### config.mk
export PLATFORM = sky130hd
export DESIGN_NAME = mulu_arbiter
export DESIGN_NICKNAME = d
export VERILOG_FILES = /design/src/rtl/mulu_pkg.sv /design/src/rtl/mulu.sv /design/src/rtl/mulu_arbiter.sv
export SDC_FILE = /design/constraint.sdc
export NUM_CORES = 1
export LEC_CHECK = 0
export ABC_AREA = 1
export CAP_MARGIN = 10
export CORE_MARGIN = 1
export CORE_UTILIZATION = 51
export CTS_BUF_LIST = sky130_fd_sc_hd__clkbuf_16
export CTS_CLUSTER_DIAMETER = 80
export DETAILED_ROUTE_END_ITERATION = 10
export PLACE_DENSITY_LB_ADDON = 0.12
export SLEW_MARGIN = 40
export SYNTH_ARGS = -nofsm -noshare
export SYNTH_HDL_FRONTEND = slang
export SYNTH_HIERARCHICAL = 1
export SYNTH_SLANG_ARGS = --single-unit
### constraint.sdc
create_clock -name clk -period 4.4 [get_ports clk]
set_clock_uncertainty 0.2 [all_clocks]
set_input_delay 1.1 -clock clk [delete_from_list [all_inputs] [get_ports clk]]
set_output_delay 1.1 -clock clk [all_outputs]
set_load 0.05 [all_outputs]
### src/rtl/mulu_pkg.sv
// Shared definitions for the mulu arbiter: FSM state encoding, requester id type
// and the default operand width.
package mulu_pkg;

    localparam int DEFAULT_WIDTH = 8;
    localparam int ID_W          = 1;

    typedef enum logic [1:0] {
        IDLE = 2'd0,
        MUL  = 2'd1,
        DONE = 2'd2
    } state_e;

    typedef logic [ID_W-1:0] id_t;

endpackage : mulu_pkg

### src/rtl/mulu.sv
// Combinational unsigned multiplier; the product is full width, never truncated.
module mulu #(
    parameter int WIDTH = 8
) (
    input  logic [WIDTH-1:0]   a_i,
    input  logic [WIDTH-1:0]   b_i,
    output logic [2*WIDTH-1:0] p_o
);

    logic [2*WIDTH-1:0] a_ext;
    logic [2*WIDTH-1:0] b_ext;

    assign a_ext = {{WIDTH{1'b0}}, a_i};
    assign b_ext = {{WIDTH{1'b0}}, b_i};
    assign p_o   = a_ext * b_ext;

endmodule : mulu

### src/rtl/mulu_arbiter.sv
// Round-robin arbiter and sequencer sharing one mulu between two requesters:
// IDLE grants and latches operands, MUL registers the product, DONE reports it.
module mulu_arbiter
    import mulu_pkg::*;
#(
    parameter int WIDTH = DEFAULT_WIDTH
) (
    input  logic               clk,
    input  logic               rst,
    input  logic               req0,
    input  logic [WIDTH-1:0]   a0,
    input  logic [WIDTH-1:0]   b0,
    input  logic               req1,
    input  logic [WIDTH-1:0]   a1,
    input  logic [WIDTH-1:0]   b1,
    output logic               ack0,
    output logic               ack1,
    output logic               done0,
    output logic               done1,
    output logic [2*WIDTH-1:0] result,
    output logic               busy
);

    state_e             state_q, state_d;
    id_t                id_q;
    id_t                last_q;
    id_t                gnt_id;
    logic               grant;
    logic [WIDTH-1:0]   opa_q;
    logic [WIDTH-1:0]   opb_q;
    logic [2*WIDTH-1:0] result_q;
    logic [2*WIDTH-1:0] prod;

    mulu #(.WIDTH(WIDTH)) u_mulu (
        .a_i (opa_q),
        .b_i (opb_q),
        .p_o (prod)
    );

    // NOTE: every signal written here gets a default first, so no path can
    // leave one unassigned and infer a latch.
    always_comb begin
        state_d = state_q;
        grant   = 1'b0;
        gnt_id  = '0;

        // On a tie the requester not served last wins.
        if (req0 && req1) begin
            gnt_id = ~last_q;
        end else if (req1) begin
            gnt_id = 1'b1;
        end

        case (state_q)
            IDLE: begin
                if (req0 || req1) begin
                    grant   = 1'b1;
                    state_d = MUL;
                end
            end
            MUL:     state_d = DONE;
            DONE:    state_d = IDLE;
            default: state_d = IDLE;
        endcase
    end

    // NOTE: state registers use non-blocking assignments so every flop samples
    // the pre-edge values regardless of statement order.
    always_ff @(posedge clk) begin
        if (rst) begin
            state_q  <= IDLE;
            id_q     <= '0;
            last_q   <= 1'b1;
            // NOTE: operand and result registers are reset explicitly so the
            // multiplier input and the visible result never carry stale data.
            opa_q    <= '0;
            opb_q    <= '0;
            result_q <= '0;
        end else begin
            state_q <= state_d;
            if (grant) begin
                id_q   <= gnt_id;
                last_q <= gnt_id;
                opa_q  <= (gnt_id == 1'b1) ? a1 : a0;
                opb_q  <= (gnt_id == 1'b1) ? b1 : b0;
            end
            if (state_q == MUL) begin
                result_q <= prod;
            end
        end
    end

    assign ack0   = (state_q == MUL)  && (id_q == 1'b0);
    assign ack1   = (state_q == MUL)  && (id_q == 1'b1);
    assign done0  = (state_q == DONE) && (id_q == 1'b0);
    assign done1  = (state_q == DONE) && (id_q == 1'b1);
    assign busy   = (state_q != IDLE);
    assign result = result_q;

endmodule : mulu_arbiter

; ---- Word level (Yosys, flattened, before mapping)
; Index checks and enable logic that the tools add are counted.
[word_totals]
reg_bits = 36
latchBits = 0
ramBits = 0
mem_bits_ro = 0
in_bits = 36
out_inout_bits = 21
word_cells = 28
memories = 0
[op_classes]
addsub = 0
n_mul = 1
div = 0
n_lt_le_gt_ge = 0
n_eq_ne = 3
shift = 0
mux = 8
bitwise = 2
reduce_logical = 8
[op_table]
columns = operator, n
row1 = multiplier 8 x 8 -> 16 bit, 1
row2 = two-way mux 8 bit, 2
row3 = logical AND 1 bit, 5
row4 = two-way mux 1 bit, 4
row5 = case mux 2 bit (2 select lines), 1
row6 = equality test 2 x 1 -> 1 bit (second input constant), 1
row7 = equality test 2 bit (second input constant), 1
row8 = logical NOT 2 bit, 1
row9 = two-way mux 2 bit, 1
row10 = != test 2 bit (second input constant), 1
row11 = NOT 1 bit, 2
row12 = nonzero test 2 bit, 1
row13 = logical OR 1 bit, 1

; ---- Depth between registers and ports, before layout
; Gate-level depths: netlist of run 1.
[depth]
depth_word = 3
mapped_depth = 22
ltp_nobuf = 21

; ---- Cells and area by module
; The synthesis of run 1 kept the hierarchy.
[by_module_without_submodules]
columns = module, n_inst, cells_per_inst, area_each_um2, seq_area_each_um2
row1 = mulu, 1, 375, 2406.1, 0.0
row2 = mulu_arbiter, 1, 249, 1695.4, 720.7

; ---- Least setup slack after synthesis of run 1
; Ideal clock, no wire load.
[synth_timing]
path_type = reg-to-reg
from = register opa_q[0]
to = register result_q[11] (netlist: result[11])
setup_time_ns = 0.116
t_arrival_ns = 3.785
t_required_ns = 4.084
path_slack_ns = 0.298
path_stages_with_launch = 21
path_buffers = 1
period_less_slack_ns = 4.102
path_cell_list = dfxtp_1 -> clkbuf_1 -> nand2_1 -> fa_1 -> fa_1 -> inv_1 -> fa_1 -> inv_1 -> fa_1 -> inv_1 -> ha_1 -> nand2_1 -> inv_2 -> nand2_2 -> inv_1 -> nand2_1 -> nand3_1 -> nand2_1 -> nand2_1 -> nor2_1 -> nor2_1
[synth_between]
elab_chain_cells = 1
[synth_rtl]
columns = item, line_no
row1 = from (decl), mulu_arbiter.sv:29  ; logic [WIDTH-1:0] opa_q;
row2 = from (signal assigned), mulu_arbiter.sv:84  ; opa_q <= (gnt_id == 1'b1) ? a1 : a0;
row3 = multiplier 8 x 8 -> 16 bit, mulu.sv:15  ; assign p_o = a_ext * b_ext;
row4 = via prod[11], mulu_arbiter.sv:32  ; logic [2*WIDTH-1:0] prod;
row5 = to (signal assigned), mulu_arbiter.sv:88  ; result_q <= prod;
row6 = to (decl), mulu_arbiter.sv:31  ; logic [2*WIDTH-1:0] result_q;
; The timed path passes the listed nets, and every way through them passes these cells.
; A chain may end at the register's enable or synchronous reset.

; ---- Worst setup path after layout of run 1
[layout_timing]
from = register opa_q[3]
to = register result_q[9] (netlist: result[9])
; The elaborated chain is that of the path after synthesis.

==> flow_summary.ini, run 1 <==
[die]
rows = 32
die_w_um = 91.7
start_util = 0.528
core_area_um2 = 7770
die_h_um = 91.7
die_area_um2 = 8400
pin_count = 57

[yosys]
synth_common_cells = nand2_1, inv_1, nor2_1
async_reset_ff_frac = 0
synth.largest_area_cell = dfxtp_1
synth_most_common_cell = nand2_1
synth_edf_count = 0
synthTopCellsByArea = dfxtp_1, fa_1, nand2_1, inv_1, ha_1
ys_dominant_reg_cell = dfxtp_1
yosysWarnings = 6
synthesis.area_um2 = 4100
synth_nets = 732
netlist_instances = 624
ys_types = 27
seq_area_frac_synth = 0.176
synth_top_area_share = 0.176
ys_ff_latch = 36
avgSynthCellArea_um2 = 6.57

[final_layout]
final_area_um2 = 4910
nets = 774
area_growth_pct = 19.8
final_core_util = 0.633
drive_gt1_frac = 0.0765
diodes = 0

[timing]
rsz0062_at_grt = no
fin_crit_sh = 0.939
setup_tns_ns = 0
tightest_slew_ns = 0.538
holdWs_ns = 0.284
slew_violations = 0
setup-violations-final = 0
hold_viol = 0
relSlewSlack = 0.640
finalCriticalPeriod_ns = 4.13
max_freq_mhz = 242

[clock_network]
clock-sinks = 36
hold_buffers = 0
postCtsSetupRepairBufs = 0
cts_buffers = 5
cts_tree = yes
path_clk_slew_ns = 0.06
clockBufferDepth = 2
cts-root-buf = clkbuf_16
cts.repair.resized = 0
htreeDepth = 2
insertion_delay_ns = 0.28

[grt]
antenna_found_initial = 0
grt_pass1_vias = 3674
grtUsageTotal = 0.244
grt_pass1_wl_um = 16500
grt_max_degree = 36
grt.overflow.total = 0

[placed_design]
place.gp.congestion = 0.830
portBuffers = 56
dp_hpwl_um = 7530
placed_area_um2 = 4710

[worst_setup_path]
cp.required_ns = 4.42
worst_ep_arrival_time_ns = 4.15
end_kind = flip-flop
r2r_end = result[9]$_SDFFE_PP0N_
rr_startpoint = opa_q[3]$_SDFFE_PP0P_
r2r_cells = 17
crit_path_start_kind = flip-flop
crit_fanout = 6
r2r_slack_ns = 0.27
critPathKind = reg2reg

[power_and_ir_drop]
leakagePower_nw = 2.93
powerDensity_nw_per_um2 = 288
totalPowerFinal_mw = 1.41
ir_drop_uv = 177

[outcome]
status = complete, no violations

[drt]
avgViaCountPerCell = 4.73
antenna_left = 0
drc = 0
drt-pass1-iter-count = 4
vias = 3639
wire_per_inst_um = 12.2
routed_wirelength_um = 9370
drt_iter0_markers = 185

[hold_path]
min_to = last_q$_SDFFE_PP1P_
holdPathStages = 2
min_path_type = reg2reg
hp-start = last_q$_SDFFE_PP1P_

[job]
maxCapViolCount = 0
[report_power, final]
| part | switching [mW] | total (mW) | internal (mW) |
|---|---|---|---|
| clock | 0.144 | 0.413 | 0.269 |
| combinational | 0.359 | 0.586 | 0.227 |
| sequential | 0.0498 | 0.415 | 0.365 |
[stage by stage]
| step | setup WS (ns) | instances |
|---|---|---|
| after floorplan | 0.298 | 624 |
| after global placement | 0.152 | 761 |
| after detailed placement | 0.0975 | 761 |
| after CTS | 0.0839 | 769 |
| after global routing | 0.0111 | 769 |
| final | 0.269 | 769 |
[worst max-delay path by stage]
stage                     cells after the start                 endpoint                  start  slack [ns]
after floorplan                              20  result[11]$_SDFFE_PP0N_  opa_q[0]$_SDFFE_PP0P_        0.30
final                                        17   result[9]$_SDFFE_PP0N_  opa_q[3]$_SDFFE_PP0P_        0.27
after global placement                       18  result[10]$_SDFFE_PP0N_  opa_q[1]$_SDFFE_PP0P_        0.15
after CTS                                    18  result[10]$_SDFFE_PP0N_  opa_q[1]$_SDFFE_PP0P_        0.08
after global routing                         19  result[14]$_SDFFE_PP0N_  opb_q[3]$_SDFFE_PP0P_        0.01
after detailed placement                     19  result[14]$_SDFFE_PP0N_  opa_q[1]$_SDFFE_PP0P_         0.1
[kinds of logic (layout without fill, tap and decap cells)]
group / after synthesis / after routing / share of synthesized area
flip-flops: 36 / 36 / 0.176
AND/OR/NAND/NOR: 294 / 294 / 0.294
buffers and inverters: 177 / 220 / 0.171
XOR/XNOR: 7 / 7 / 0.0149
AO/OA/AOI/OAI: 38 / 38 / 0.0589
adder cells (fa/ha/maj): 72 / 72 / 0.286
[cell usage in the layout, fill, tap and decap left out, types with 2 or more instances in the layout]
cell type        Yosys  routed
dfxtp_4              0       2
clkdlybuf4s50_1      0      56
buf_4                1       9
a21boi_1             7       7
dfxtp_2              0       9
nand2_1            172     172
nor2_1              73      73
nand4_1              5       5
nor2_2               4       4
dfxtp_1             36      25
ha_1                36      35
a21oi_1              5       5
nor2_4               2       2
clkbuf_16            0       5
nand2_2              6       6
nor3_1               2       2
nand3_2              2       2
inv_2                5       6
inv_1              141     140
o21ai_0             15      15
xor2_1               6       6
a21boi_0             9       9
nand3_1             28      28
fa_1                36      36
[state kept, by name, indices dropped and copies added (netlist names)]
signal	cells
last_q	1
id_q	1
opa_q	8
state_q	2
result	16
opb_q	8
[area by class of cell]
class                      instances  area (µm²)
multi-input combinational        411        2690
tap                              102         128
clock inverter                     3        46.3
inverter                         147         554
clock buffer                       5         125
sequential                        36         739
timing repair buffer              65         628
fill                             743        2850
[metal layers]
metal,GRT usage,share of wire,vias up
li1,-,-,1905
met5,0,0,-
met2,0.424,0.46,76
met3,0.0265,0.035,13
met4,0.0754,0.017,0
met1,0.317,0.48,1645
[critical path: stages, from the launching register on]
cell and delay (ns):
dfxtp_2 0.35, buf_4 0.15, nand2_1 0.05, inv_1 0.05, fa_1 0.39, fa_1 0.54, inv_1 0.05, fa_1 0.47
fa_1 0.57, inv_1 0.06, ha_1 0.39, nand2_1 0.12, nand3_2 0.14, nand2_1 0.06, nand2_1 0.09, xor2_1 0.22
nor2_1 0.08, nor2_1 0.10
Note: power is estimated with default switching activity, not from simulation.
==> inputs of run 2 (changes only) <==
- CORE_UTILIZATION: 51 -> 45
==> run 2 against run 1 <==
Design area shrank 0.41%; sequential power is essentially flat; flip-flop and latch count is the same; wire length shrank 1.2%; final cell count grew 0.65%; via count shrank 0.66%; register-to-register slack lost 0.02 ns; critical endpoint is now result[13]$_SDFFE_PP0N_; count of clock-buffer cells in the layout is the same.
==> flow_summary.ini, run 2 (same netlist as run 1, synthesis figures left out) <==
[outcome]
status = complete, no violations

[power_and_ir_drop]
p_sw_uw = 548
switching_share = 0.407
pwr-share-clk = 0.264
ir_drop_uv = 165
leakagePower_nw = 2.92
p_int_uw = 798
totalPowerFinal_mw = 1.35
p_seq_frac = 0.311
powerDensity_nw_per_um2 = 275
combPwrFrac = 0.426

[grt]
grtUsageTotal = 0.213
grt.overflow.total = 0
antenna_found_initial = 0
grt_pass1_vias = 3694
grt_pass1_wl_um = 16500
grt_max_degree = 36

[drt]
topRoutingLayerUsed = met4
drc = 0
wire_per_inst_um = 12.0
antenna_left = 0
met3_wirelength_um = 339
wl_met2_um = 4410
routed_wirelength_um = 9260
avgViaCountPerCell = 4.67
drt_iter0_markers = 106
drt-pass1-iter-count = 4
vias = 3615
m1WireLength_um = 4390

[timing]
rsz0062_at_grt = no
slew_violations = 0
finalCriticalPeriod_ns = 4.15
max_freq_mhz = 241
hold_viol = 0
setup-violations-final = 0
final.setup.worst_slack_ns = 0.250
tightest_slew_ns = 0.533
relSlewSlack = 0.643
fin_crit_sh = 0.943

[placed_design]
portBuffers = 56
place.gp.congestion = 0.853
place_ws_ns = -0.0429
placed_area_um2 = 4700
dp_hpwl_um = 7430

[clock_network]
htreeDepth = 2
hold_buffers = 0
clock-sinks = 36
cts_tree = yes
cts-root-buf = clkbuf_16
cts_buffers = 5
insertion_delay_ns = 0.28
path_clk_slew_ns = 0.06
clockBufferDepth = 2

[final_layout]
fill_cells = 878
area_growth_pct = 19.3
final_area_um2 = 4890
final_core_util = 0.558
largest_reg_flops = 16
final_cell_mix = nand2_1, inv_1, nor2_1, clkdlybuf4s50_1, fa_1
layout_commonest_cell = nand2_1
nets = 773
diodes = 0
drive_gt1_frac = 0.0751

[die]
start_util = 0.468
pin_count = 57
die_h_um = 97.5
core_area_um2 = 8760
rows = 34
die_w_um = 97.5
die_area_um2 = 9500

[job]
maxCapViolCount = 0

[worst_setup_path]
end_kind = flip-flop
worst_ep_arrival_time_ns = 4.13
critPathKind = reg2reg
crit_path_start_kind = flip-flop
crit_fanout = 7
cp.required_ns = 4.38

[hold_path]
min_path_type = reg2reg
-- run 2: cell types whose count changed in the layout (fill, tap and decap cells not counted) --
cell,before,now
buf_4,9,8
bufinv_16,1,0
clkinv_2,0,2
clkinv_4,0,1
clkinvlp_4,1,0
dfxtp_2,9,6
dfxtp_4,2,5
inv_6,1,0
-- run 2: power by group through the flow --
stage | logic (mW) | clock network (mW) | registers, mW
2_1_floorplan | 0.388 | 0 | 0.437
3_3_place_gp | 0.561 | 0 | 0.422
3_5_place_dp | 0.565 | 0 | 0.423
4_1_cts | 0.569 | 0.362 | 0.417
5_1_grt | 0.658 | 0.376 | 0.425
6_report | 0.573 | 0.355 | 0.418
-- run 2: final timing paths --
kind / start / to / slack, ns / cells past startpoint
min: last_q$_SDFFE_PP1P_ / last_q$_SDFFE_PP1P_ / 0.28 / 2
min reg2reg: last_q$_SDFFE_PP1P_ / last_q$_SDFFE_PP1P_ / 0.28 / 2
max: opa_q[4]$_SDFFE_PP0P_ / result[13]$_SDFFE_PP0N_ / 0.25 / 16
max reg2reg: opa_q[4]$_SDFFE_PP0P_ / result[13]$_SDFFE_PP0N_ / 0.25 / 16
-- run 2: cell type report --
type	count	area, µm²	share of cell area
clock buffers	5	125	0.0256
clock inverters	3	18.8	0.00384
inverters	147	554	0.113
multi-input cells	411	2690	0.550
flip-flops and latches	36	747	0.153
well taps	108	135	0.0276
repair buffers	64	621	0.127
-- run 2: stage by stage --
stage	instances	hold WS (ns)	setup TNS [ns]
final	774	0.279	0
after global routing	774	0.305	0
after global placement	764	0.266	0
after CTS	772	0.281	0
after floorplan	624	0.248	0
after detailed placement	764	0.267	-0.0429
-- run 2: timing repair --
item,4_1_cts,5_1_grt
setup endpoints to repair,3,8
gates cloned,0,0
gates resized for setup,1,16
pin swaps,0,0
buffers inserted,0,2
-- run 2: routing by layer --
layer  vias up  track usage
met2        66        0.368
met4         0       0.0588
li1       1905            -
met5         -            0
met1      1632        0.278
met3        12       0.0288
-- run 2: critical path, cell delays in order, from the launching register on --
cell and delay (ns):
dfxtp_2 0.43, nand2_1 0.07, inv_1 0.07, fa_1 0.44, fa_1 0.52, fa_1 0.55, inv_1 0.06, fa_1 0.53
inv_1 0.04, ha_1 0.35, nand2_1 0.10, nor2_1 0.16, nand3_1 0.16, nand4_1 0.13, nand2_1 0.08, nor2_1 0.11
nor2_1 0.05
